### src/rtl/ex.sv
// Execute stage: single-cycle logic/shift results plus an iterative radix-2
// divider that stalls the pipeline and hands HI/LO to write-back when done.
module ex #(
  parameter int DIV_CYCLES = 32
) (
  input  logic        clk,
  input  logic        rst,
  input  logic [7:0]  aluop_i,
  input  logic [2:0]  alusel_i,
  input  logic [31:0] reg1_i,
  input  logic [31:0] reg2_i,
  input  logic [4:0]  wd_i,
  input  logic        wreg_i,
  output logic [4:0]  wd_o,
  output logic        wreg_o,
  output logic [31:0] wdata_o,
  output logic        whilo_o,
  output logic [31:0] hi_o,
  output logic [31:0] lo_o,
  output logic        stallreq_o
);

  localparam logic [7:0] EXE_AND_OP  = 8'b0010_0100;
  localparam logic [7:0] EXE_OR_OP   = 8'b0010_0101;
  localparam logic [7:0] EXE_XOR_OP  = 8'b0010_0110;
  localparam logic [7:0] EXE_NOR_OP  = 8'b0010_0111;
  localparam logic [7:0] EXE_SLL_OP  = 8'b0111_1100;
  localparam logic [7:0] EXE_SRL_OP  = 8'b0000_0010;
  localparam logic [7:0] EXE_SRA_OP  = 8'b0000_0011;
  localparam logic [7:0] EXE_DIV_OP  = 8'b0001_1010;
  localparam logic [7:0] EXE_DIVU_OP = 8'b0001_1011;

  localparam logic [2:0] EXE_RES_NOP   = 3'b000;
  localparam logic [2:0] EXE_RES_LOGIC = 3'b001;
  localparam logic [2:0] EXE_RES_SHIFT = 3'b010;

  typedef enum logic [1:0] {
    ST_FREE   = 2'd0,
    ST_BYZERO = 2'd1,
    ST_ON     = 2'd2,
    ST_END    = 2'd3
  } div_state_t;

  logic        start;
  logic        is_div_signed;
  logic [31:0] logic_res;
  logic [31:0] shift_res;
  logic [31:0] wb_data;

  assign is_div_signed = (aluop_i == EXE_DIV_OP);
  assign start         = is_div_signed || (aluop_i == EXE_DIVU_OP);

  for (genvar gi = 0; gi < 32; gi++) begin : g_logic
    always_comb begin
      case (aluop_i)
        EXE_OR_OP:  logic_res[gi] = reg1_i[gi] | reg2_i[gi];
        EXE_AND_OP: logic_res[gi] = reg1_i[gi] & reg2_i[gi];
        EXE_XOR_OP: logic_res[gi] = reg1_i[gi] ^ reg2_i[gi];
        EXE_NOR_OP: logic_res[gi] = ~(reg1_i[gi] | reg2_i[gi]);
        default:    logic_res[gi] = 1'b0;
      endcase
    end
  end

  always_comb begin
    case (aluop_i)
      EXE_SLL_OP: shift_res = reg2_i << reg1_i[4:0];
      EXE_SRL_OP: shift_res = reg2_i >> reg1_i[4:0];
      EXE_SRA_OP: shift_res = 32'($signed(reg2_i) >>> reg1_i[4:0]);
      default:    shift_res = 32'd0;
    endcase
  end

  always_comb begin
    case (alusel_i)
      EXE_RES_LOGIC: wb_data = logic_res;
      EXE_RES_SHIFT: wb_data = shift_res;
      EXE_RES_NOP:   wb_data = 32'd0;
      default:       wb_data = 32'd0;
    endcase
  end

  // Divider datapath
  div_state_t  state_reg;
  logic [5:0]  cnt_reg;
  logic [64:0] sr_reg;
  logic [31:0] divisor_reg;
  logic        q_neg_reg;
  logic        r_neg_reg;
  logic [31:0] hi_reg;
  logic [31:0] lo_reg;

  logic [31:0] op1_abs;
  logic [31:0] op2_abs;
  logic [32:0] diff;
  logic [64:0] sr_next;
  logic [31:0] quot_next;
  logic [31:0] rem_next;

  assign op1_abs = (is_div_signed && reg1_i[31]) ? (~reg1_i + 32'd1) : reg1_i;
  assign op2_abs = (is_div_signed && reg2_i[31]) ? (~reg2_i + 32'd1) : reg2_i;

  // sr_reg[64:32] holds the partial remainder already shifted left with the
  // next dividend bit appended; quotient bits enter at sr_reg[0].
  assign diff = sr_reg[64:32] - {1'b0, divisor_reg};

  always_comb begin
    if (diff[32]) begin
      sr_next = {sr_reg[63:0], 1'b0};
    end else begin
      sr_next = {diff[31:0], sr_reg[31:0], 1'b1};
    end
  end

  assign quot_next = sr_next[31:0];
  assign rem_next  = sr_next[64:33];

  always_ff @(posedge clk) begin
    if (rst) begin
      state_reg   <= ST_FREE;
      cnt_reg     <= 6'd0;
      sr_reg      <= 65'd0;
      divisor_reg <= 32'd0;
      q_neg_reg   <= 1'b0;
      r_neg_reg   <= 1'b0;
      hi_reg      <= 32'd0;
      lo_reg      <= 32'd0;
    end else begin
      case (state_reg)
        ST_FREE: begin
          if (start) begin
            if (reg2_i == 32'd0) begin
              state_reg <= ST_BYZERO;
            end else begin
              sr_reg      <= {32'd0, op1_abs, 1'b0};
              divisor_reg <= op2_abs;
              q_neg_reg   <= is_div_signed && (reg1_i[31] ^ reg2_i[31]);
              r_neg_reg   <= is_div_signed && reg1_i[31];
              cnt_reg     <= 6'd0;
              state_reg   <= ST_ON;
            end
          end
        end
        ST_BYZERO: begin
          hi_reg    <= 32'd0;
          lo_reg    <= 32'd0;
          state_reg <= ST_END;
        end
        ST_ON: begin
          sr_reg  <= sr_next;
          cnt_reg <= cnt_reg + 6'd1;
          if (cnt_reg == 6'(DIV_CYCLES - 1)) begin
            lo_reg    <= q_neg_reg ? (~quot_next + 32'd1) : quot_next;
            hi_reg    <= r_neg_reg ? (~rem_next + 32'd1) : rem_next;
            state_reg <= ST_END;
          end
        end
        ST_END: begin
          state_reg <= ST_FREE;
        end
        default: state_reg <= ST_FREE;
      endcase
    end
  end

  // Reset blanks every output in the same cycle it is asserted.
  always_comb begin
    wd_o       = 5'd0;
    wreg_o     = 1'b0;
    wdata_o    = 32'd0;
    whilo_o    = 1'b0;
    hi_o       = 32'd0;
    lo_o       = 32'd0;
    stallreq_o = 1'b0;
    if (!rst) begin
      wd_o       = wd_i;
      wreg_o     = wreg_i && !start;
      wdata_o    = wb_data;
      whilo_o    = (state_reg == ST_END);
      hi_o       = (state_reg == ST_END) ? hi_reg : 32'd0;
      lo_o       = (state_reg == ST_END) ? lo_reg : 32'd0;
      stallreq_o = start && (state_reg != ST_END);
    end
  end

endmodule

### config.mk
export PLATFORM = sky130hd
export DESIGN_NAME = ex
export DESIGN_NICKNAME = d
export VERILOG_FILES = /design/src/rtl/ex.sv
export SDC_FILE = /design/constraint.sdc
export NUM_CORES = 1
export LEC_CHECK = 0
export CAP_MARGIN = 25
export CELL_PAD_IN_SITES_DETAIL_PLACEMENT = 1
export CELL_PAD_IN_SITES_GLOBAL_PLACEMENT = 1
export CORE_UTILIZATION = 25
export CTS_BUF_LIST = sky130_fd_sc_hd__clkbuf_8
export CTS_CLUSTER_DIAMETER = 120
export DETAILED_ROUTE_END_ITERATION = 16
export PLACE_DENSITY = 0.51
export SYNTH_ARGS = -nofsm -noshare
export SYNTH_HDL_FRONTEND = slang
export SYNTH_SLANG_ARGS = --single-unit
### constraint.sdc
create_clock -name clk -period 5.25 [get_ports clk]
set_input_delay 1.05 -clock clk [delete_from_list [all_inputs] [get_ports clk]]
set_output_delay 1.05 -clock clk [all_outputs]
set_load 0.02 [all_outputs]
==> qor.csv <==
stage,metric,value,unit
run_status,outcome,finished clean,
logic_synthesis,"EDFF count, synth",0,
die,Core Box Area,68900,um^2
drt,wire per inst,23.9,um
die,die width,266,um
power_and_ir_drop,internal power,2.51,mW
cts,clk slew on worst S/H paths,0.10,ns
sta,worst hold margin,0.456,ns
global_route,GRT met1 Usage,31.6,%
cells_and_area,area of the multi-input gates,13100,um^2
drt,TritonRoute pass-1 iters,5,
sta,Worst-Margin Slew,0.917,ns
logic_synthesis,asr flop ratio synth,0,%
cells_and_area,max reg flops,65,
setup_path,CP cell instances,clkdlybuf4s50_1 -> buf_4 -> o21ai_0 -> nor2_1 -> a21oi_1 -> o22ai_1 -> a21oi_1 -> nand2b_1 -> o21ai_0 -> mux2_2 -> a22oi_1 -> nor2_1 -> clkdlybuf4s50_1,
setup_path,CP Capture Type,output pin,
hold_path,Worst Hold Launch,hi_reg[0]$_SDFFE_PP0P_,
drt,final wirelength,87300,um
global_route,Overflow after GRT,0,
global_route,pin count of the biggest net entering global routing,77,
cts,TritonCTS Buffers,17,
hold_path,hold worst-path end,hi_reg[0]$_SDFFE_PP0P_,
power_and_ir_drop,maximum vdd drop,0.000153,V
sta,fin worst setup slack,0.0603,ns
power_and_ir_drop,Sw Ratio,44.1,%
placed_design,gpl congestion,0.954,
setup_path,worst r2r path cells,22,
cts,Root Buffer,clkbuf_8,
drt,DRC,0,
hold_path,hold path depth,2,
logic_synthesis,sequential area share after synthesis,19.6,%
placed_design,Port Buf Inserts,186,
sta,Setup Total Neg Slack,0,ns
setup_path,CP Launch Type,input port,
global_route,vias in the first global route,19800,
flow_run,Max Cap Viol,0,
global_route,met2 Track Usage GR,40.7,%
placed_design,pre-CTS WS,-0.352,ns
logic_synthesis,Mapped Area,17500,um^2
setup_path,CP peak stage delay,0.56,ns
sta,final period utilization,98.9,%
global_route,initial antenna violation count,2,
sta,crit path time final,5.19,ns
sta,RSZ-0062 raised after global routing,yes,
placed_design,detailed placement HPWL,71500,um
setup_path,Critical Path RT,4.20,ns
cts,later-pin clock latency in the skew report,0.51,ns
drt,DR vias/cell,5.26,
logic_synthesis,prevailing post-synth register cell,dfxtp_1,
drt,via count,19200,
logic_synthesis,Gate Count Post-Synth,2454,
logic_synthesis,Ys Warns,0,
setup_path,r2r setup slk,0.32,ns
die,full die area,71000,um^2
power_and_ir_drop,switching power,1.98,mW
power_and_ir_drop,Power Density,202,nW/um^2
die,site row count,96,
setup_path,Setup CP Type,input port to output pin,
logic_synthesis,post-synthesis register bit count,171,
cts,CTS H-tree depth,4,
power_and_ir_drop,Tot Pwr,4.50,mW
hold_path,hold crit path type,flip-flop to flip-flop,
cts,Clock Tree Buf Depth,2,
cells_and_area,fraction of layout cells with a size suffix above 1,12.8,%
power_and_ir_drop,sequential share of power,31.5,%
logic_synthesis,Post-Synthesis Net Count,2644,
cells_and_area,area grow syn2layout,27.6,%
drt,Iter 0 DRT Violations,904,
sta,Final setup violation count,0,
global_route,gr busiest metal,met2,
power_and_ir_drop,Clock Power Share,21.8,%
die,IO Pins,187,
sta,fin. max-slew vios,0,
drt,post-route ant nets,0,
cts,Clock Sinks,171,
global_route,GR Util met3,1.53,%
cells_and_area,final core occ,32.4,%
sta,final hold violations,0,
sta,Achievable Freq,0.193,GHz
power_and_ir_drop,Comb power frac,46.7,%
logic_synthesis,Syn Area/Cell,7.12,um^2
sta,Setup Skew,0.0219,ns
sta,worst rel slew slack,38.7,%
setup_path,reg2reg end,hi_reg[30]$_SDFFE_PP0P_,
cells_and_area,Fillers,8477,
setup_path,Crit Path Max Fanout,3,
die,Die Ht,266,um
cells_and_area,Sequential cell area,3420,um^2
setup_path,WP data arrival,4.14,ns
power_and_ir_drop,static leakage,8.87,nW
logic_synthesis,post-synth cell types,81,
global_route,GRT Util Overall,24.4,%
global_route,first-pass GRT wire length,130000,um
cts,CTS tree,built,
die,initial core utilization,25.4,%
setup_path,Slowest cell on crit path,clkdlybuf4s50_1,
cells_and_area,Layout Nets,2901,
setup_path,Reg2Reg Launch Point,sr_reg[32]$_SDFFE_PP0P_,
area by class of cell:
cell class / instances / share of cell area, %
Multi-Input combinational cell: 1990 / 58.7
Timing Repair Buffer: 418 / 17.1
Sequential cell: 171 / 15.3
Tap cell: 931 / 5.22
Inverter: 113 / 1.90
Clock buffer: 18 / 1.11
Clock inverter: 14 / 0.617
Antenna cell: 2 / 0.0224
how the worst max path moves through the flow:
stage | startpoint | endpoint | slack, ns | cells after the start
finish | reg2_i[5] | wdata_o[13] | 0.06 | 13
floorplan | reg1_i[1] | wdata_o[15] | 0.67 | 11
detailed placement | reg2_i[25] | wdata_o[24] | -0.35 | 13
CTS | reg2_i[9] | wdata_o[25] | 0.002 | 11
global route | reg2_i[10] | wdata_o[13] | -0.04 | 14
global placement | reg2_i[25] | wdata_o[24] | -0.27 | 13
power by group through the flow:
stage / combinational, mW / sequential [mW] / clock (mW)
after CTS: 2.09 / 1.42 / 1.01
after detailed placement: 2.08 / 1.45 / 0
after global routing: 2.28 / 1.43 / 1.06
after floorplan: 1.21 / 1.42 / 0
final: 2.10 / 1.42 / 0.980
after global placement: 2.05 / 1.44 / 0
per-stage QoR:
stage	cells	instance area, um^2
2_1_floorplan	2454	17500
3_3_place_gp	3619	21700
3_5_place_dp	3619	21700
4_1_cts	3652	22200
5_1_grt	3657	22300
6_report	3657	22300
cells by family (layout without fill, tap and decap cells):
| logic type | count (synthesis) | after routing | synth area share, % |
|---|---|---|---|
| AO/OA/AOI/OAI | 748 | 748 | 27.4 |
| XOR/XNOR | 169 | 169 | 8.47 |
| adder cells (fa/ha/maj) | 107 | 107 | 7.70 |
| buffers and inverters | 293 | 563 | 6.33 |
| flip-flops | 171 | 171 | 19.6 |
| multiplexers | 143 | 143 | 8.87 |
| other | 0 | 2 | 0 |
| AND/OR/NAND/NOR | 823 | 823 | 21.7 |
critical path: cells and delay by family:
kind,cells,cell delay (ns)
AOI/OAI and AO/OA,6,1.26
buffers and inverters,3,1.25
muxes,1,0.27
and+or+nand+nor,3,0.29
per-layer routing:
metal  vias to the layer above  share of wire [%]
met1                      9413                 45
met2                       422                 47
met4                         0                5.3
met3                       136                2.6
met5                         -                  0
li1                       9255                  -
synthesized netlist by cell type, drive strengths merged (39+ instances only):
master | instances | share of area (%)
a21oi | 171 | 4.9
nand2 | 279 | 6.0
nor3 | 51 | 1.5
and2 | 78 | 2.8
ha | 106 | 7.6
nand3 | 49 | 1.4
buf | 39 | 0.87
dfxtp | 171 | 20
clkbuf | 141 | 3.0
nor2 | 247 | 5.3
xnor2 | 145 | 7.3
a22oi | 53 | 2.3
inv | 112 | 2.4
mux2i | 120 | 6.9
a211oi | 43 | 1.9
o21ai | 229 | 6.6
what timing repair did:
| item | 4_1_cts | 5_1_grt |
|---|---|---|
| pin swaps | 0 | 2 |
| gates resized for setup | 8 | 37 |
| hold buffers | 0 | 0 |
| buffers inserted | 1 | 2 |
| setup endpoints to repair | 8 | 24 |
layout by cell type (no fill, tap or decap), drive strengths merged, types with 43 or more instances in the layout:
cell type and instances:
a21oi 171, a211oi 43, nand3 49, inv 117, nand2 279, nor3 51
clkdlybuf4s50 168, dfxtp 171, and2 78, buf 240, xnor2 145, mux2i 120
ha 106, a22oi 53, o21ai 229, nor2 247
Power figures use the tool's default switching activity.
